**config.mk**
```make
export PLATFORM = sky130hd
export DESIGN_NAME = spi_cmd_arbiter
export DESIGN_NICKNAME = d
export VERILOG_FILES = /design/src/rtl/spi_cmd_arbiter_pkg.sv /design/src/rtl/spi_cmd_arbiter_rr.sv /design/src/rtl/spi_cmd_arbiter.sv
export SDC_FILE = /design/constraint.sdc
export NUM_CORES = 1
export LEC_CHECK = 0
export CORE_ASPECT_RATIO = 0.75
export CORE_MARGIN = 5
export CORE_UTILIZATION = 40
export DETAILED_ROUTE_END_ITERATION = 16
export GPL_TIMING_DRIVEN = 0
export HOLD_SLACK_MARGIN = 0.12
export PLACE_DENSITY = 0.83
export RECOVER_POWER = 50
export SETUP_SLACK_MARGIN = 0.5
export SLEW_MARGIN = 20
export SYNTH_ARGS = -nofsm -noshare
export SYNTH_HDL_FRONTEND = slang
export SYNTH_SLANG_ARGS = --single-unit
export TNS_END_PERCENT = 100
```
**constraint.sdc**
```tcl
create_clock -name clk -period 1.9 [get_ports clk]
set_input_delay 0.475 -clock clk [delete_from_list [all_inputs] [get_ports clk]]
set_output_delay 0.475 -clock clk [all_outputs]
set_load 0.01 [all_outputs]
```
**src/rtl/spi_cmd_arbiter_pkg.sv**
```systemverilog
// Shared types and helpers for the SPI command arbiter.
package spi_cmd_arbiter_pkg;

    // Transaction FSM: arbitrate, hand command to master, wait for busy, wait for done
    typedef enum logic [1:0] {
        StArb      = 2'd0,
        StIssue    = 2'd1,
        StWaitBusy = 2'd2,
        StWaitDone = 2'd3
    } arb_state_e;

    // Width of the accept-to-completion timeout counter
    localparam int unsigned TimerWidth = 16;

    // MSB of a command selects write (1) or read (0)
    function automatic int unsigned cmd_wr_bit(input int unsigned cmd_width);
        return cmd_width - 1;
    endfunction

endpackage

```
**src/rtl/spi_cmd_arbiter_rr.sv**
```systemverilog
// Combinational round-robin grant: first set request strictly after ptr, wrapping.
module spi_cmd_arbiter_rr #(
    parameter int unsigned NUM_REQ = 4,
    localparam int unsigned IdxW   = $clog2(NUM_REQ)
) (
    input  logic [NUM_REQ-1:0] req,
    input  logic [IdxW-1:0]    ptr,
    output logic               any,
    output logic [NUM_REQ-1:0] gnt,
    output logic [IdxW-1:0]    gnt_idx
);

    logic [IdxW-1:0] cand;

    // Scan ptr+1 .. ptr+NUM_REQ (mod NUM_REQ); the last-served requester is checked last
    always_comb begin
        gnt     = '0;
        gnt_idx = '0;
        any     = 1'b0;
        cand    = '0;
        for (int off = 1; off <= int'(NUM_REQ); off++) begin
            cand = IdxW'((int'(ptr) + off) % int'(NUM_REQ));
            if (!any && req[cand]) begin
                any     = 1'b1;
                gnt_idx = cand;
            end
        end
        gnt[gnt_idx] = any;
    end

endmodule

```
**src/rtl/spi_cmd_arbiter.sv**
```systemverilog
// Shares one SPI master command port among NUM_REQ requesters, one command in flight.
module spi_cmd_arbiter
    import spi_cmd_arbiter_pkg::*;
#(
    parameter int unsigned NUM_REQ    = 4,
    parameter int unsigned CMD_WIDTH  = 12,
    parameter int unsigned READ_WIDTH = 8,
    parameter int unsigned TIMEOUT    = 4096,
    localparam int unsigned IdxW      = $clog2(NUM_REQ)
) (
    input  logic                         clk,
    input  logic                         rst_n,
    input  logic [NUM_REQ*CMD_WIDTH-1:0] req_cmd,
    input  logic [NUM_REQ-1:0]           req_vld,
    output logic [NUM_REQ-1:0]           req_rdy,
    output logic [NUM_REQ-1:0]           rsp_vld,
    output logic                         rsp_err,
    output logic [READ_WIDTH-1:0]        rsp_data,
    output logic [CMD_WIDTH-1:0]         m_cmd,
    output logic                         m_cmd_vld,
    input  logic                         m_cmd_rdy,
    input  logic                         m_read_vld,
    input  logic [READ_WIDTH-1:0]        m_read_data,
    output logic                         busy,
    output logic [IdxW-1:0]              grant_id
);

    localparam int unsigned           CmdWrBit = cmd_wr_bit(CMD_WIDTH);
    // Timer value seen on the cycle whose edge makes TIMEOUT cycles since accept
    localparam logic [TimerWidth-1:0] TmoLast  = TimerWidth'(TIMEOUT - 1);

    arb_state_e             state_q, state_d;
    logic [IdxW-1:0]        ptr_q;
    logic [IdxW-1:0]        grant_id_q;
    logic [CMD_WIDTH-1:0]   cmd_q;
    logic [NUM_REQ-1:0]     req_rdy_q;
    logic [NUM_REQ-1:0]     rsp_vld_q;
    logic                   rsp_err_q;
    logic [READ_WIDTH-1:0]  rsp_data_q;
    logic [TimerWidth-1:0]  tmr_q;

    logic                   arb_any;
    logic [NUM_REQ-1:0]     arb_gnt;
    logic [IdxW-1:0]        arb_idx;
    logic                   is_wr, waiting, accept, done, tmo;

    spi_cmd_arbiter_rr #(
        .NUM_REQ (NUM_REQ)
    ) u_rr (
        .req     (req_vld),
        .ptr     (ptr_q),
        .any     (arb_any),
        .gnt     (arb_gnt),
        .gnt_idx (arb_idx)
    );

    // Transaction events; completion takes priority over a coincident timeout
    always_comb begin
        is_wr   = cmd_q[CmdWrBit];
        waiting = (state_q == StWaitBusy) || (state_q == StWaitDone);
        accept  = (state_q == StIssue) && m_cmd_rdy;
        done    = (state_q == StWaitDone) && (is_wr ? m_cmd_rdy : m_read_vld);
        tmo     = waiting && (tmr_q == TmoLast);
    end

    // FSM state register
    always_ff @(posedge clk or negedge rst_n) begin
        if (!rst_n) begin
            state_q <= StArb;
        end else begin
            state_q <= state_d;
        end
    end

    // FSM next-state logic
    always_comb begin
        state_d = state_q;
        unique case (state_q)
            StArb:      if (arb_any) state_d = StIssue;
            StIssue:    if (accept) state_d = StWaitBusy;
            StWaitBusy: begin
                if (tmo) state_d = StArb;
                else if (!m_cmd_rdy) state_d = StWaitDone;
            end
            StWaitDone: if (done || tmo) state_d = StArb;
            default:    state_d = StArb;
        endcase
    end

    // FSM outputs: decoded straight from state so reset drops them asynchronously
    always_comb begin
        m_cmd_vld = (state_q == StIssue);
        busy      = (state_q != StArb);
    end

    // Grant capture, timeout counter and registered response pulses
    always_ff @(posedge clk or negedge rst_n) begin
        if (!rst_n) begin
            ptr_q      <= IdxW'(NUM_REQ - 1);
            grant_id_q <= '0;
            cmd_q      <= '0;
            req_rdy_q  <= '0;
            rsp_vld_q  <= '0;
            rsp_err_q  <= 1'b0;
            rsp_data_q <= '0;
            tmr_q      <= '0;
        end else begin
            req_rdy_q <= '0;
            rsp_vld_q <= '0;
            rsp_err_q <= 1'b0;
            if (state_q == StArb && arb_any) begin
                req_rdy_q  <= arb_gnt;
                cmd_q      <= req_cmd[arb_idx*CMD_WIDTH +: CMD_WIDTH];
                grant_id_q <= arb_idx;
                ptr_q      <= arb_idx;
            end
            if (accept) begin
                tmr_q <= '0;
            end else if (waiting) begin
                tmr_q <= tmr_q + 1'b1;
            end
            if (done) begin
                rsp_vld_q  <= NUM_REQ'(1) << grant_id_q;
                rsp_data_q <= is_wr ? '0 : m_read_data;
            end else if (tmo) begin
                rsp_vld_q  <= NUM_REQ'(1) << grant_id_q;
                rsp_err_q  <= 1'b1;
                rsp_data_q <= '0;
            end
        end
    end

    assign req_rdy  = req_rdy_q;
    assign rsp_vld  = rsp_vld_q;
    assign rsp_err  = rsp_err_q;
    assign rsp_data = rsp_data_q;
    assign m_cmd    = cmd_q;
    assign grant_id = grant_id_q;

endmodule

```
# --- Word-level counts from Yosys, hierarchy flattened ---
# Index checks and enable logic that the tools add are counted.
# Widths: inputs -> output; s select.
classes:
  n_bitwise: 1
  reduce_logical: 18
  mux: 35
  add_sub_neg: 5
  n_mul: 1
  eq_ne: 8
  order_cmp: 6
  n_shift: 2
ops:
  columns: ["op", "n"]
  rows:
  - ["$shiftx 48x7->12", 1]
  - ["$mux 16", 2]
  - ["$mux 8", 3]
  - ["$mux 2", 9]
  - ["$add 16x1->16 const B", 1]
  - ["$eq 16x12->1 const B", 1]
  - ["$lt 2x3->1 const B", 5]
  - ["$mux 1", 12]
  - ["$mux 4", 3]
  - ["$bmux 1 s2", 4]
  - ["$logic_and 1x1->1", 8]
  - ["$pmux 2 s4", 1]
  - ["$reduce_bool 2->1", 3]
  - ["$add 2x1->2 const B", 2]
  - ["$add 2x2->2 const B", 2]
  - ["$and 4x4->4", 1]
  - ["$eq 2x2->1 const B", 2]
  - ["$mul 2x2->4 const B", 1]
  - ["$ne 2x1->1 const B", 2]
  - ["$reduce_and 4->1", 1]
  - ["$shl 1x2->4 const A", 1]
  - ["$logic_not 1->1", 3]
  - ["$ne 3x3->1 const B", 1]
  - ["$demux 1 s2", 1]
  - ["other kinds (5)", 6]
word_totals:
  elab_cells: 85
  reg_bits: 51
  input_bits: 64
  out_inout_bits: 33

# --- Logic depth before layout (Yosys ltp) ---
# Gate-level depths: netlist of run 1.
depth:
  word_depth: 19
  ltp_mapped: 8

# --- Hierarchy ---
# Synthesis of run 1 repeated with hierarchy kept, for this count alone.
hier_totals:
  hier_cells: 220
  area_unflattened_um2: 2568.7
by_module_without_submodules:
  columns: ["module", "instances", "cells_each", "area_per_inst_um2", "seq_area_each_um2"]
  rows:
  - ["spi_cmd_arbiter", 1, 193, 2409.8, 1278.7]
  - ["spi_cmd_arbiter_rr", 1, 27, 158.9, 0.0]

# --- Worst setup path before layout of run 1 ---
# OpenSTA, ideal clock, no wires.
synth_path:
  path_type: "register to register"
  start: "register ptr_q[1]"
  end: "register cmd_q[10] (netlist: m_cmd[10])"
  arrival_time_ps: 1931
  path_stages_with_launch: 8
  setup_ps: 126
  slack_ps: -157
  t_required_ps: 1774
  synth_period_minus_slack_ps: 2057
  cell_sequence: "dfstp_2 buf_6 mux2i_1 o2bb2ai_2 nor2_2 buf_6 mux2_4 a221o_1"
synth_via:
  elab_chain_len: 15
  word_cells_on_any_way: 29
  classes_between: "add/sub (4); mul (1); shift (1); mux (16); reduce/logical (7)"
synth_lines:
  columns: ["element", "line", "text"]
  rows:
  - ["start, declared", "spi_cmd_arbiter.sv:33", "logic [IdxW-1:0] ptr_q;"]
  - ["start signal, assigned", "spi_cmd_arbiter.sv:99", "ptr_q <= IdxW'(NUM_REQ - 1);"]
  - ["start signal, assigned", "spi_cmd_arbiter.sv:115", "ptr_q <= arb_idx;"]
  - ["$add 2x1->2", "spi_cmd_arbiter_rr.sv:22", "cand = IdxW'((int'(ptr) + off) % int'(NUM_REQ));"]
  - ["$bmux 1 s2", "spi_cmd_arbiter_rr.sv:23", "if (!any && req[cand]) begin"]
  - ["$mux 1 (not written as such)", "spi_cmd_arbiter_rr.sv:23", null]
  - ["$mux 1", "spi_cmd_arbiter_rr.sv:23", null]
  - ["$logic_not 1->1", "spi_cmd_arbiter_rr.sv:23", null]
  - ["$logic_and 1x1->1", "spi_cmd_arbiter_rr.sv:23", null]
  - ["$mux 1", "spi_cmd_arbiter_rr.sv:23", null]
  - ["$logic_not 1->1", "spi_cmd_arbiter_rr.sv:23", null]
  - ["$logic_and 1x1->1", "spi_cmd_arbiter_rr.sv:23", null]
  - ["$mux 1", "spi_cmd_arbiter_rr.sv:23", null]
  - ["$logic_not 1->1", "spi_cmd_arbiter_rr.sv:23", null]
  - ["$logic_and 1x1->1", "spi_cmd_arbiter_rr.sv:23", null]
  - ["$mux 2", "spi_cmd_arbiter_rr.sv:23", null]
  - ["$mul 2x2->4", "spi_cmd_arbiter.sv:113", "cmd_q <= req_cmd[arb_idx*CMD_WIDTH +: CMD_WIDTH];"]
  - ["$shiftx 48x7->12", "spi_cmd_arbiter.sv:113", null]
  - ["end signal, assigned", "spi_cmd_arbiter.sv:113", null]
  - ["end, declared", "spi_cmd_arbiter.sv:35", "logic [CMD_WIDTH-1:0] cmd_q;"]
# Several ways; a longest one is shown, not always the timed one. The select of a mux whose other input is x is not followed.
# A chain may end at the register's enable or synchronous reset.

# --- Worst setup path in the final report of run 1 ---
layout_path:
  start: "register ptr_q[1]"
  end: "register cmd_q[5] (netlist: m_cmd[5])"
# Same word-level chain as after synthesis.

==> results of run 1 <==
[layout make-up]
cell class                 count  area [sq um]
tap                           81           101
timing repair buffer         148          1270
multi-input combinational    179          1540
buffer                        13           136
fill                         389          1840
clock inverter                 2          37.5
inverter                       2          7.51
clock buffer                   6          72.6
sequential                    51          1280
[kinds of logic after synthesis]
kind of cell	Yosys count	share of synthesized area
AND/OR/NAND/NOR	90	0.180
buffers and inverters	15	0.0331
AO/OA/AOI/OAI	61	0.166
XOR/XNOR	11	0.0375
flip-flops	51	0.498
multiplexers	16	0.0808
adder cells (fa/ha/maj)	1	0.00487
[sequential cells by signal (all words and copies together), names as in the netlist]
signal / flops
tmr_q: 16
rsp_vld: 4
ptr_q: 2
m_cmd: 12
grant_id: 2
req_rdy: 4
rsp_err: 1
state_q: 2
rsp_data: 8
[through the flow]
stage | instance area [sq um] | total power [mW] | hold WS [ns] | setup slack [ns]
after detailed placement | 3700 | 4.02 | 0.498 | -0.751
after floorplan | 2640 | 3.02 | 0.179 | -0.0861
final | 4450 | 5.96 | 0.403 | -0.265
after global routing | 4450 | 6.23 | 0.516 | -0.337
after global placement | 3700 | 3.96 | 0.492 | -1.12
after CTS | 4220 | 5.36 | 0.207 | -0.227
[cells in the final DEF (no fill, tap or decap), types with 4 or more instances in the layout]
master                            Yosys  layout
sky130_fd_sc_hd__nand3_2              0       4
sky130_fd_sc_hd__dfrtp_1             49      46
sky130_fd_sc_hd__nand2_1             23      12
sky130_fd_sc_hd__buf_4                1      27
sky130_fd_sc_hd__nand3_1             17      13
sky130_fd_sc_hd__buf_2                2      26
sky130_fd_sc_hd__nor2_4               0       7
sky130_fd_sc_hd__clkbuf_1             7      13
sky130_fd_sc_hd__buf_6                3      29
sky130_fd_sc_hd__o21ai_1              0       7
sky130_fd_sc_hd__mux2_4               8      12
sky130_fd_sc_hd__nand2_2              0       8
sky130_fd_sc_hd__clkbuf_8             0       5
sky130_fd_sc_hd__nand4_1              5       5
sky130_fd_sc_hd__a21oi_1             14      12
sky130_fd_sc_hd__clkdlybuf4s50_1      0      57
sky130_fd_sc_hd__a221o_1             12      12
sky130_fd_sc_hd__xor2_1               8       7
sky130_fd_sc_hd__o21ai_0             19      10
sky130_fd_sc_hd__nor2_1              21      15
sky130_fd_sc_hd__a22o_1               8       8
[worst max-delay path, delay by kind of cell (launching register included)]
| family | cells | cell delay, ns |
|---|---|---|
| flops | 1 | 0.55 |
| buf+inv | 2 | 0.32 |
| simple gates | 1 | 0.22 |
| mux | 2 | 0.57 |
| compound gates | 2 | 0.39 |
[power by group through the flow]
stage               sequential (mW)  combinational [mW]  clock, mW
finish                         1.71                3.47      0.774
global route                   1.74                3.66      0.825
CTS                            1.68                2.91      0.771
detailed placement             1.74                2.28          0
global placement               1.73                2.24          0
floorplan                      1.81                1.21          0
[final timing paths]
check / start / end / slack, ns
max in group asynchronous: rst_n / grant_id[0]$_DFFE_PN0P_ / 0.64
min in group clk: rsp_data[6]$_DFFE_PN0P_ / rsp_data[6]$_DFFE_PN0P_ / 0.51
worst max-delay path: ptr_q[1]$_DFFE_PN1P_ / m_cmd[5]$_DFFE_PN0P_ / -0.26
worst min register to register: rsp_data[6]$_DFFE_PN0P_ / rsp_data[6]$_DFFE_PN0P_ / 0.51
worst max register to register: ptr_q[1]$_DFFE_PN1P_ / m_cmd[5]$_DFFE_PN0P_ / -0.26
worst min-delay path: rst_n / rsp_data[0]$_DFFE_PN0P_ / 0.40
[routing by layer]
| metal | vias to the layer above | GRT usage | part of all wire |
|---|---|---|---|
| li1 | 1202 | - | - |
| met1 | 1363 | 0.257 | 0.38 |
| met2 | 154 | 0.345 | 0.49 |
| met3 | 56 | 0.0463 | 0.073 |
| met4 | 0 | 0.0813 | 0.051 |
| met5 | - | 0 | 0 |
[what timing repair did]
action                                  in CTS  in global routing
setup buffers                               33                 15
cloned                                       2                  2
hold endpoints to repair                     0                  0
endpoints found under the setup margin      78                 64
gates resized for setup                    179                 73
pin swaps                                   24                 20
==> results.txt, run 1 <==
The tools report the count of placed standard cells including taps as 422. Row generation in the floorplan step produced 25 rows. After detailed routing, the number of remaining DRC violations is 0. The sequential area share after synthesis is 0.498. Setup violations remaining at the end of the flow were counted as 14. At the pin with the least slew margin, the transition time is 1.25 ns.

The logs give 52 for the pin count of the biggest net entering global routing and 10,300 um for the total length of routed wires. The tools report the internal power contribution as 3.70 mW. The checks that failed: negative setup slack.

Setup repair after global routing could not meet its margin everywhere. The run gives 0.799 as the global placement routability congestion. The final design utilization came out at 0.708. The tightest slew margin relative to the limit is 0.164. The part of the total power dissipated in sequential elements is 0.288.

The sort of element at the end of the critical path was a register. In the synthesized netlist, the cells that appear most often are sky130_fd_sc_hd__dfrtp_1, sky130_fd_sc_hd__nand2_1, sky130_fd_sc_hd__nor2_1. After clock tree synthesis, the clock-pin slew on the worst setup and hold paths is 0.10 ns. The post-synthesis register bit count works out to 51.

The cell area that synthesis handed to floorplanning was 2570 sq um. The highest fanout seen on the critical path works out to 5. Worst supply voltage drop on vdd: 538 uV. Traced cell by cell, the critical path runs through buf_6 -> mux2i_4 -> o2bb2ai_4 -> nor2_4 -> clkbuf_16 -> mux2_4 -> a221o_1.

The overall die width works out to 103 um. The worst hold path belongs to the class in -> async. The latest clock arrival within the worst-skew pair is 0.32 ns. Average cell area after synthesis: 10.5 sq um. The switching portion of total power was 0.380. The count of maximum capacitance violations is 0, and the area growth from synthesis to layout is 73.1%. The number of buffers inserted during clock tree synthesis was 5; the initial antenna violation count was 0. Of all cell types, the one taking the most synthesized area is sky130_fd_sc_hd__dfrtp_1. In this run, distinct cell masters in the synthesized netlist total 46. The number of antenna diodes in the final layout is 0.

The post-route fraction of the period consumed by the critical path was 1.14; the total power density per cell area was 1340 nW/um^2. The flow ran to the end, but the final reports show violations. The run gives 2,636 as the via count of the first global-routing pass. TritonCTS built the clock tree.

The pre-antenna-repair detailed-routing pass consisted of 5 iterations. The logs give 482 for the post-route non-filler standard cell count and 13,100 um for the wire length of the first global-routing pass. Count of hold-fix buffers inserted at cts: 0. The initial detailed-routing violation count was 169. The synthesized design contains 0 enable-type register cells. Dominant synthesized flop cell: sky130_fd_sc_hd__dfrtp_1. The count of nets left with antenna violations once routing finished came out at 0.

STA classifies the critical path startpoint as a register. CTS root buffer: sky130_fd_sc_hd__clkbuf_8. The total track usage was 0.206; the final critical-path setup slack was -0.265 ns. The share of flip-flops with an asynchronous set or reset after synthesis works out to 1.00. In the final design database the tool counted 465 nets. For the starting utilization of the core area, the log shows 0.409. After legalization and detailed placement, the total HPWL measured 5420 um.

The worst reg-to-reg path cell count was 7; the final-layout setup total negative slack was -3.20 ns. The H-tree was split into 2 levels. The average detailed-routed wire length per instance came out at 21.4 um. The clock period minus worst slack is 2.16 ns, and the data required time of the worst path is 2.10 ns.

The synthesized net count is 310, and the vertical die dimension is 79.4 um. Most common cell in the netlist: sky130_fd_sc_hd__dfrtp_1. Synthesis produced 245 cells. The share of the synthesized area in the top cell type was 0.477; the area inside the core boundary was 6290 sq um.

The analysis attributes to net switching a power of 2.26 mW. The layout cell share with drive strength beyond 1 was 0.416. Static timing analysis puts the maximum clock frequency at 462 MHz. The cell with the largest stage delay on the worst path is sky130_fd_sc_hd__dfstp_2. The die area was 8140 sq um; the average vias per placed instance was 5.76.

The clock passes through at most 2 buffers. On the final layout, the worst clock skew is 0.00807 ns. For the critical path data arrival time, the log shows 2.37 ns. After synthesis, the cell types taking the most area are sky130_fd_sc_hd__dfrtp_1, sky130_fd_sc_hd__a221o_1, sky130_fd_sc_hd__mux2_4. The routed layout has 2,775 vias. The critical path class is reg -> reg.

Max-slew violation count: 0. The clock group share of total power was 0.130; the leakage power of the design was 2.04 nW. The delay of the slowest critical-path stage is 0.55 ns, and the combinational share of power is 0.583. The final number of hold-violating endpoints came out at 0. The tools report the number of warnings reported in the yosys synthesis log as 0.

Clock sink count: 51. The total overflow left after global routing is 0. The number of buffer cells added on primary ports works out to 96.

97 I/O pins were placed.
(Power assumes the default switching activity.)
==> run 2, diff against run 1 <==
- SLEW_MARGIN: 20 -> not set
==> results.txt, run 2 (synthesized netlist as in run 1, its figures left out) <==
The flow ran to the end, but the final reports show violations. Violations in the final reports: negative setup slack (unchanged). TritonCTS built the clock tree. The total length of routed wires was 10,600 um (was 10,300 um); the delay of the slowest critical-path stage was 0.56 ns (was 0.55 ns).

Max-slew violation count: 0 (unchanged). For the total length of routed met2 wires, the log shows 5090 um (was 5070 um). The tools report the launch point of the worst path as ptr_q[1]$_DFFE_PN1P_ (unchanged). The reg2reg setup slack came out at -0.30 ns (was -0.26 ns). The run gives 0.799 (unchanged) as the global placement routability congestion.

The vertical die dimension was 79.4 um (unchanged); the number of top-level design ports was 97 (unchanged). The hold path depth came out at 1. The layout cell share with drive strength beyond 1 came out at 0.420 (was 0.416). The most common cell after layout, fill and taps aside was sky130_fd_sc_hd__clkdlybuf4s50_1 (unchanged). Worst supply voltage drop on vdd: 529 uV (was 538 uV).

The remaining routing DRC violations was 0 (unchanged); the clock-pin slew reported for the worst setup and hold paths after clock tree synthesis was 0.10 ns (about the same). Kind of launch point of the worst setup path: a register (unchanged). The flip-flop count of the largest register, all copies and words added was 16 (unchanged). The via count of the first global-routing pass is 2,781 (was 2,636), and the post-route non-filler standard cell count is 486 (was 482). Latest clock arrival within the worst-skew pair: 0.31 ns (was 0.32 ns). For the number of buffers inserted during clock tree synthesis, the log shows 5 (unchanged).

The area growth from synthesis to layout is 74.1% (was 73.1%), and the routed length on met3 is 792 um (was 757 um). Number of buffer cells added on primary ports: 96 (unchanged). The average vias per placed instance came out at 5.94 (was 5.76).

The H-tree depth was 2 (unchanged); the total design power was 5.85 mW (was 5.96 mW). The post-route fraction of the period consumed by the critical path was 1.16 (was 1.14); the initial antenna violation count was 0 (unchanged). For the wire length of the first global-routing pass, the log shows 14,300 um (was 13,100 um).

Setup repair after global routing could not meet its margin everywhere. Critical path class: reg -> reg (unchanged). The residual overflow from global routing is 0 (unchanged), and the tightest slew margin relative to the limit is 0.604 (was 0.164). The detailed-router iteration count before antenna repair came out at 5 (unchanged).

The peak clock frequency supported by timing is 455 MHz (was 462 MHz), and the slew at the pin closest to its max-slew limit is 0.591 ns (was 1.25 ns). The number of nets in the final layout was 469 (was 465). The top metal layer carrying routed signals is met4 (unchanged).

The tools report the count of placed standard cells including taps as 423 (was 422). The average detailed-routed wire length per instance is 21.7 um (was 21.4 um). The run gives 0.226 (was 0.206) as the total track usage. Cells along the critical path: buf_6 -> mux2i_4 -> o2bb2ai_4 -> buf_4 -> clkbuf_2 -> o21ai_0 -> a21oi_1 -> a221o_1 (was buf_6 -> mux2i_4 -> o2bb2ai_4 -> nor2_4 -> clkbuf_16 -> mux2_4 -> a221o_1). The register bank with the most flops was tmr_q (unchanged). Endpoint of the worst hold-timing path: rsp_data[7]$_DFFE_PN0P_. Type of the worst min-delay path: reg -> reg (was in -> async). Worst reg2reg path endpoint: m_cmd[1]$_DFFE_PN0P_ (was m_cmd[5]$_DFFE_PN0P_). The clock period minus worst slack is 2.20 ns (was 2.16 ns), and the initial detailed-routing violation count is 228 (was 169).

Deepest clock path buffer count: 2 (unchanged). Standard-cell row count: 25 (unchanged). Data required time of the worst path: 2.10 ns (about the same). The tools report the sort of element at the end of the critical path as a register (unchanged). The worst reg-to-reg path cell count was 8 (was 7); the met1 layer wirelength in the final routing was 4050 um (was 3970 um).

The overall die width is 103 um (unchanged). The leakage power of the design was 2.09 nW (was 2.04 nW); the final number of hold-violating endpoints was 0 (unchanged). The final-layout setup total negative slack came out at -3.42 ns (was -3.20 ns). The cell with the largest stage delay on the worst path was sky130_fd_sc_hd__dfstp_2 (unchanged).

The post-DP HPWL is 5510 um (was 5420 um). For the final design utilization, the log shows 0.712 (was 0.708). For the largest clock skew in the final design, the log shows 0.00551 ns (was 0.00807 ns). The number of diodes added for antenna fixing is 0 (unchanged).

The tools report the clock sink count as 51 (unchanged). Most frequent cells in the layout: sky130_fd_sc_hd__clkdlybuf4s50_1, sky130_fd_sc_hd__dfrtp_1, sky130_fd_sc_hd__buf_6 (unchanged). The run gives 8140 sq um (unchanged) as the die area.

The critical path data arrival time is 2.40 ns (was 2.37 ns), and the final critical-path setup slack is -0.298 ns (was -0.265 ns). Remaining number of nets flagged by the antenna check after routing: 0 (unchanged). For the count of maximum capacitance violations, the log shows 0 (unchanged).

The CTS root buffer is sky130_fd_sc_hd__clkbuf_8 (unchanged). The highest fanout seen on the critical path was 10 (was 5). The run gives 6290 sq um (unchanged) as the area inside the core boundary. The pin count of the biggest net entering global routing was 42 (was 52); the total via count after detailed routing was 2,886 (was 2,775). Critical hold path startpoint: rsp_data[7]$_DFFE_PN0P_.

The total power density per cell area works out to 1310 nW/um^2 (was 1340 nW/um^2). The starting utilization of the core area came out at 0.409 (unchanged). The run gives 14 (unchanged) as the final setup violation count. The start of the worst register-to-register path was ptr_q[1]$_DFFE_PN1P_ (unchanged).
==> run 2: cell types whose count changed in the layout (fill, tap and decap cells not counted), sizes merged <==
cell / change
buf: +1
clkbuf: +3
clkdlybuf4s15: -2
clkdlybuf4s50: +1
dlygate4sd3: +1
==> run 2: layer usage <==
layer,GRT usage,vias to the layer above
li1,-,1208
met1,0.277,1394
met2,0.380,204
met3,0.0463,80
met4,0.106,0
met5,0,-
==> run 2: through the flow <==
stage | hold slack [ns] | worst slack [ns] | instance area, sq um
3_3_place_gp | 0.492 | -1.12 | 3700
5_1_grt | 0.532 | -0.325 | 4480
6_report | 0.510 | -0.298 | 4480
2_1_floorplan | 0.179 | -0.0861 | 2640
3_5_place_dp | 0.368 | -0.747 | 3720
4_1_cts | 0.507 | -0.222 | 4310
==> run 2: layout make-up <==
class | instances | area (sq um)
Sequential cell | 51 | 1280
Clock buffer | 6 | 72.6
Tap cell | 81 | 101
Buffer | 13 | 138
Fill cell | 390 | 1810
Clock inverter | 2 | 37.5
Multi-Input combinational cell | 179 | 1540
Inverter | 2 | 7.51
Timing Repair Buffer | 152 | 1300
==> run 2: what timing repair did <==
action,CTS,global route
buffers inserted,37,14
hold endpoints to repair,10,0
endpoints found under the setup margin,78,63
hold buffers,1,0
pin swaps,27,19
cloned,3,0
resized for setup,179,67
==> run 2: how the worst max path moves through the flow <==
stage                            endpoint  depth (start not counted)
global placement     m_cmd[4]$_DFFE_PN0P_                          1
finish               m_cmd[1]$_DFFE_PN0P_                          8
detailed placement   m_cmd[8]$_DFFE_PN0P_                          7
floorplan           m_cmd[10]$_DFFE_PN0P_                          7
CTS                  m_cmd[8]$_DFFE_PN0P_                          7
global route         m_cmd[9]$_DFFE_PN0P_                          7
==> run 2: power by group <==
group / internal [mW] / switching (mW) / total (mW)
Combinational: 1.76 / 1.60 / 3.36
Clock: 0.394 / 0.391 / 0.784
Sequential: 1.45 / 0.257 / 1.71
Total: 3.61 / 2.25 / 5.85
==> run 2: critical path: cells and delay by family, from the launching register on <==
kind,cells,cell delay [ns]
compound gates,4,0.76
buf+inv,3,0.48
flops,1,0.56
mux,1,0.29
==> run 3, diff against run 2 <==
- GPL_TIMING_DRIVEN: 0 -> not set
==> results.txt, run 3 (synthesized netlist as in run 1, its figures left out) <==
Data required time of the worst path: 2.08 ns (was 2.10 ns). The tools report the leakage power of the design as 2.09 nW (about the same). Violations in the final reports: negative setup slack (unchanged).

Number of nets in the final layout: 472 (was 469). Overall die width: 103 um (unchanged). Initial antenna violation count: 0 (unchanged). The number of top-level design ports is 97 (unchanged). The number of buffers and inverters on the critical path works out to 1 (was 3). The tools report the die area as 8140 sq um (unchanged). The sort of element at the end of the critical path was a register (unchanged).

The standard-cell row count came out at 25 (unchanged). The slew at the pin closest to its max-slew limit was 1.08 ns (was 0.591 ns). The tools report the total length of routed wires as 9200 um (was 10,600 um). The tools report the H-tree depth as 2 (unchanged). The average detailed-routed wire length per instance works out to 18.8 um (was 21.7 um). The tools report the number of buffers inserted during clock tree synthesis as 5 (unchanged).

Most frequent cells in the layout: sky130_fd_sc_hd__clkdlybuf4s50_1, sky130_fd_sc_hd__buf_4, sky130_fd_sc_hd__dfrtp_1 (was sky130_fd_sc_hd__clkdlybuf4s50_1, sky130_fd_sc_hd__dfrtp_1, sky130_fd_sc_hd__buf_6). The cell with the largest stage delay on the worst path is sky130_fd_sc_hd__dfstp_2 (unchanged). The clock sink count is 51 (unchanged). Final number of hold-violating endpoints: 0 (unchanged).

The logs give 5.65 mW (was 5.85 mW) for the total design power and 0.30 ns (was 0.31 ns) for the latest clock arrival within the worst-skew pair. The tools report the kind of launch point of the worst setup path as a register (unchanged). The tools report the worst supply voltage drop on vdd as 624 uV (was 529 uV). The remaining routing DRC violations came out at 0 (unchanged). The remaining number of nets flagged by the antenna check after routing came out at 0 (unchanged). The total power density per cell area came out at 1270 nW/um^2 (was 1310 nW/um^2). The tools report the CTS root buffer as sky130_fd_sc_hd__clkbuf_8 (unchanged).

The deepest clock path buffer count was 2 (unchanged). The delay of the slowest critical-path stage came out at 0.61 ns (was 0.56 ns). The pin count of the biggest net entering global routing was 22 (was 42). Initial detailed-routing violation count: 94 (was 228). The global placement routability congestion was 0.788 (was 0.799); the worst setup slack before clock tree synthesis was -0.635 ns (was -0.747 ns).

The number of diodes added for antenna fixing came out at 0 (unchanged). The most common cell after layout, fill and taps aside was sky130_fd_sc_hd__clkdlybuf4s50_1 (unchanged). The layout cell share with drive strength beyond 1 is 0.412 (was 0.420), and the wire length of the first global-routing pass is 13,600 um (was 14,300 um). The type of the worst min-delay path is reg -> reg (unchanged). Cells along the critical path: mux2i_4 -> o2bb2ai_4 -> nor2_4 -> buf_6 -> mux2_4 -> a221o_1 (was buf_6 -> mux2i_4 -> o2bb2ai_4 -> buf_4 -> clkbuf_2 -> o21ai_0 -> a21oi_1 -> a221o_1). The total via count after detailed routing was 2,647 (was 2,886). The final critical-path setup slack was -0.134 ns (was -0.298 ns); the total placed instance area was 3810 sq um (was 3720 sq um). The number of buffer cells added on primary ports works out to 96 (unchanged).

For the peak clock frequency supported by timing, the log shows 492 MHz (was 455 MHz). The via count of the first global-routing pass is 2,761 (was 2,781), and the clock period minus worst slack is 2.03 ns (was 2.20 ns). The category of cells accounting for the largest share of critical-path delay was flip-flops (was compound AO/OA/AOI/OAI gates).

The run gives -1.19 ns (was -3.42 ns) as the final-layout setup total negative slack. TritonCTS built the clock tree. The highest fanout seen on the critical path was 6 (was 10).

The detailed-router iteration count before antenna repair came out at 5 (unchanged). The vertical die dimension works out to 79.4 um (unchanged). The critical path data arrival time is 2.22 ns (was 2.40 ns). The clock-pin slew reported for the worst setup and hold paths after clock tree synthesis is 0.09 ns (was 0.10 ns).

The flow ran to the end, but the final reports show violations. The average vias per placed instance works out to 5.41 (was 5.94). The area inside the core boundary is 6290 sq um (unchanged), and the area growth from synthesis to layout is 72.7% (was 74.1%). The run gives 5710 um (was 5510 um) as the post-DP HPWL. Setup repair after global routing could not meet its margin everywhere. The layout filler cell count was 429 (was 390). The post-route fraction of the period consumed by the critical path was 1.07 (was 1.16); the flip-flop count of the largest register, all copies and words added was 16 (unchanged). The tools report the final standard cell area without fillers as 4440 sq um (was 4480 sq um). The run gives 0.214 (was 0.226) as the total track usage. The largest clock skew in the final design was 0.00938 ns (was 0.00551 ns); the max-slew violation count was 0 (unchanged). The residual overflow from global routing is 0 (unchanged). The critical path class is reg -> reg (unchanged).

The final setup violation count was 12 (was 14); the starting utilization of the core area was 0.409 (unchanged). Count of maximum capacitance violations: 0 (unchanged). The register bank with the most flops was tmr_q (unchanged). The tightest slew margin relative to the limit was 0.279 (was 0.604).
-- run 3: cell types whose count changed in the layout (fill, tap and decap cells not counted), moves of 3 or more --
cell,change
sky130_fd_sc_hd__buf_6,-10
sky130_fd_sc_hd__buf_2,-5
sky130_fd_sc_hd__clkbuf_1,-3
sky130_fd_sc_hd__buf_4,+19
-- run 3: path summary, 6_finish.rpt --
check,start,to,slack (ns),cells after the start
min reg2reg,grant_id[0]$_DFFE_PN0P_,rsp_vld[2]$_DFF_PN0_,0.51,1
min in group asynchronous,rst_n,tmr_q[1]$_DFFE_PN0P_,0.90,2
max,ptr_q[1]$_DFFE_PN1P_,m_cmd[8]$_DFFE_PN0P_,-0.13,6
max in group asynchronous,rst_n,grant_id[1]$_DFFE_PN0P_,0.12,3
min,grant_id[0]$_DFFE_PN0P_,rsp_vld[2]$_DFF_PN0_,0.51,1
max reg2reg,ptr_q[1]$_DFFE_PN1P_,m_cmd[8]$_DFFE_PN0P_,-0.13,6
-- run 3: per-layer routing --
| layer | wire length, um | up-vias | global-route usage |
|---|---|---|---|
| li1 | - | 1216 | - |
| met1 | 3640 | 1305 | 0.257 |
| met2 | 4710 | 98 | 0.366 |
| met3 | 480 | 28 | 0.0341 |
| met4 | 367 | 0 | 0.113 |
| met5 | 0 | - | 0 |
-- run 3: where the power goes --
group | internal [mW] | total (mW) | switching [mW]
clock network | 0.426 | 0.777 | 0.350
registers | 1.45 | 1.73 | 0.276
logic | 1.71 | 3.14 | 1.43
-- run 3: area by class of cell --
type                    instances  area, sq um  area share
well taps                      81          101      0.0228
multi-input cells             180         1500       0.338
clock buffers                   6         82.6      0.0186
inverters                       2         7.51     0.00169
repair buffers                167         1430       0.322
flip-flops and latches         51         1280       0.289
clock inverters                 2         35.0     0.00789
-- run 3: timing repair --
action                                  in CTS  in global routing
endpoints found under the setup margin      78                 86
gates resized for setup                    167                 45
hold endpoints to repair                    17                  0
hold buffers                                 1                  0
pin swaps                                   20                 21
cloned                                       1                  1
setup buffers                               28                 15
-- run 3: through the flow --
stage | hold WS (ns) | utilization | cells
2_1_floorplan | 0.179 | - | 245
3_3_place_gp | 0.444 | 0.607 | 435
3_5_place_dp | 0.438 | 0.607 | 435
4_1_cts | 0.500 | 0.688 | 473
5_1_grt | 0.522 | 0.706 | 489
6_report | 0.506 | 0.706 | 489
==> patch (settings of run 2) <==
`READ_WIDTH`: 8 -> 7.
--- a/src/rtl/spi_cmd_arbiter.sv
+++ b/src/rtl/spi_cmd_arbiter.sv
@@ -4,7 +4,7 @@
 #(
     parameter int unsigned NUM_REQ    = 4,
     parameter int unsigned CMD_WIDTH  = 12,
-    parameter int unsigned READ_WIDTH = 8,
+    parameter int unsigned READ_WIDTH = 7,
     parameter int unsigned TIMEOUT    = 4096,
     localparam int unsigned IdxW      = $clog2(NUM_REQ)
 ) (
Ports: changed (resized m_read_data and rsp_data); port bits go from 97 to 95. No check against the original RTL was run, so the function may have changed too.
==> patch against run 2 <==
- the flow still finishes with violations (setup timing)
- sequential cell count decreased by 1
- final area decreased by 5.6%
- count of clock-buffer cells in the layout increased by 1
- worst hold slack got worse by 0.017 ns
- sequential power decreased by 4%
- power decreased by 8.8%
- clock skew increased by 0.0043 ns
- area after synthesis decreased by 4.0%
- setup slack improved by 0.080 ns
- non-clock buffer count decreased by 11
- routed wire length decreased by 16%
==> patch: results (changes against run 2) <==
outcome:
  outcome: "finished, violations left"  # unchanged
  violations: "setup timing"  # unchanged
worst_setup_path:
  crit_family: "buffers and inverters"  # was compound AO/OA/AOI/OAI gates
  r2r.worst_path.cells: 9  # was 8
  crit_arrival_ns: 2.29  # was 2.40 ns
  cpPeakStageDelay_ns: 0.54  # was 0.56 ns
global_routing:
  grt_util_met2: 0.352  # was 0.380
  grtUsageMet3: 0.0593  # was 0.0463
  grt_pass1_wl_um: 12800  # was 14300 µm
  grt_usage: 0.205  # was 0.226
  grt_pass1_vias: 2554  # was 2781
  met1_usage: 0.248  # was 0.277
  grt_max_degree: 40  # was 42
sta:
  setup_viol: 14  # unchanged
  fin_ws_ns: -0.218  # was -0.298 ns
  fin_skew_ns: 0.00976  # was 0.00551 ns
cells_and_area:
  nFillCells: 379  # was 390
  drive_gt1_frac: 0.357  # was 0.420
drt:
  first_pass_iters: 4  # was 5
  num_vias: 2528  # was 2886
  wl_per_cell_um: 19.0  # was 21.7 µm
placement:
  gp_congestion: 0.777  # was 0.799
  placed_area_um2: 3580  # was 3720 µm²
  numPortBuffers: 94  # was 96
power_and_ir_drop:
  total_leakage_power_nw: 1.99  # was 2.09 nW
  ir_drop_uv: 675  # was 529 µV
synth:
  synth.top_cells.by_count: "dfrtp_1, nand2_1, mux2i_1"  # was dfrtp_1, nand2_1, nor2_1
  synthDistinctLibCells: 41  # was 46
  syn_nets: 299  # was 310
  ys_seq_area_frac: 0.508  # was 0.498
min_path:
  min_delay_path_depth: 2  # was 1
==> patch: final cells by class <==
type | count | area share
timing repair buffer | 144 | 0.307
clock inverter | 1 | 0.00118
multi-input combinational | 168 | 0.315
clock buffer | 7 | 0.0204
buffer | 10 | 0.0302
sequential | 50 | 0.298
tap | 78 | 0.0231
inverter | 7 | 0.00622
==> patch: metrics by stage <==
| stage | util | instances | worst slack [ns] | hold slack, ns | total power [mW] |
|---|---|---|---|---|---|
| 2_1_floorplan | - | 235 | 0.0572 | 0.179 | 2.91 |
| 4_1_cts | 0.684 | 444 | -0.110 | 0.503 | 5.02 |
| 5_1_grt | 0.714 | 465 | -0.311 | 0.522 | 5.66 |
| 6_report | 0.714 | 465 | -0.218 | 0.493 | 5.33 |
| 3_3_place_gp | 0.603 | 407 | -1.07 | 0.472 | 3.81 |
| 3_5_place_dp | 0.605 | 408 | -0.529 | 0.376 | 3.89 |
==> patch: metal layers <==
metal,vias up,share of wire
met2,121,0.53
li1,1133,-
met5,-,0
met1,1253,0.37
met4,0,0.028
met3,21,0.070
==> patch: final timing paths <==
kind | startpoint | to
worst max-delay path | ptr_q[1] | m_cmd[7]
worst min-delay path | m_cmd[0] | m_cmd[0]
worst max register to register | ptr_q[1] | m_cmd[7]
worst min register to register | m_cmd[0] | m_cmd[0]
max in group asynchronous | rst_n | grant_id[1]
min in group asynchronous | rst_n | rsp_data[2]
==> patch: logic make-up after synthesis <==
| family | count (synthesis) | synth area share |
|---|---|---|
| adders and majority gates | 1 | 0.00507 |
| muxes | 28 | 0.114 |
| AOI/OAI and AO/OA | 38 | 0.115 |
| DFF | 50 | 0.508 |
| and+or+nand+nor | 91 | 0.170 |
| buffers and inverters | 17 | 0.0522 |
| xor gates and xnor gates | 10 | 0.0355 |
==> patch: timing repair <==
action	4_1_cts	5_1_grt
endpoints found under the hold margin	11	0
resized for setup	139	55
pin swaps	13	18
buffers inserted	25	21
cloned	2	0
hold buffers	1	0
endpoints found under the setup margin	79	68
==> patch: power groups by stage <==
stage,logic [mW],clock network (mW),registers (mW)
2_1_floorplan,1.17,0,1.74
3_3_place_gp,2.15,0,1.66
3_5_place_dp,2.21,0,1.68
4_1_cts,2.76,0.640,1.62
5_1_grt,3.28,0.699,1.68
6_report,3.05,0.640,1.64
==> patch: tightest hold or removal path, cell delays in order (launching register included) <==
cell	delay [ns]
dfrtp_1	0.35
nand2_1	0.05
o221ai_1	0.06
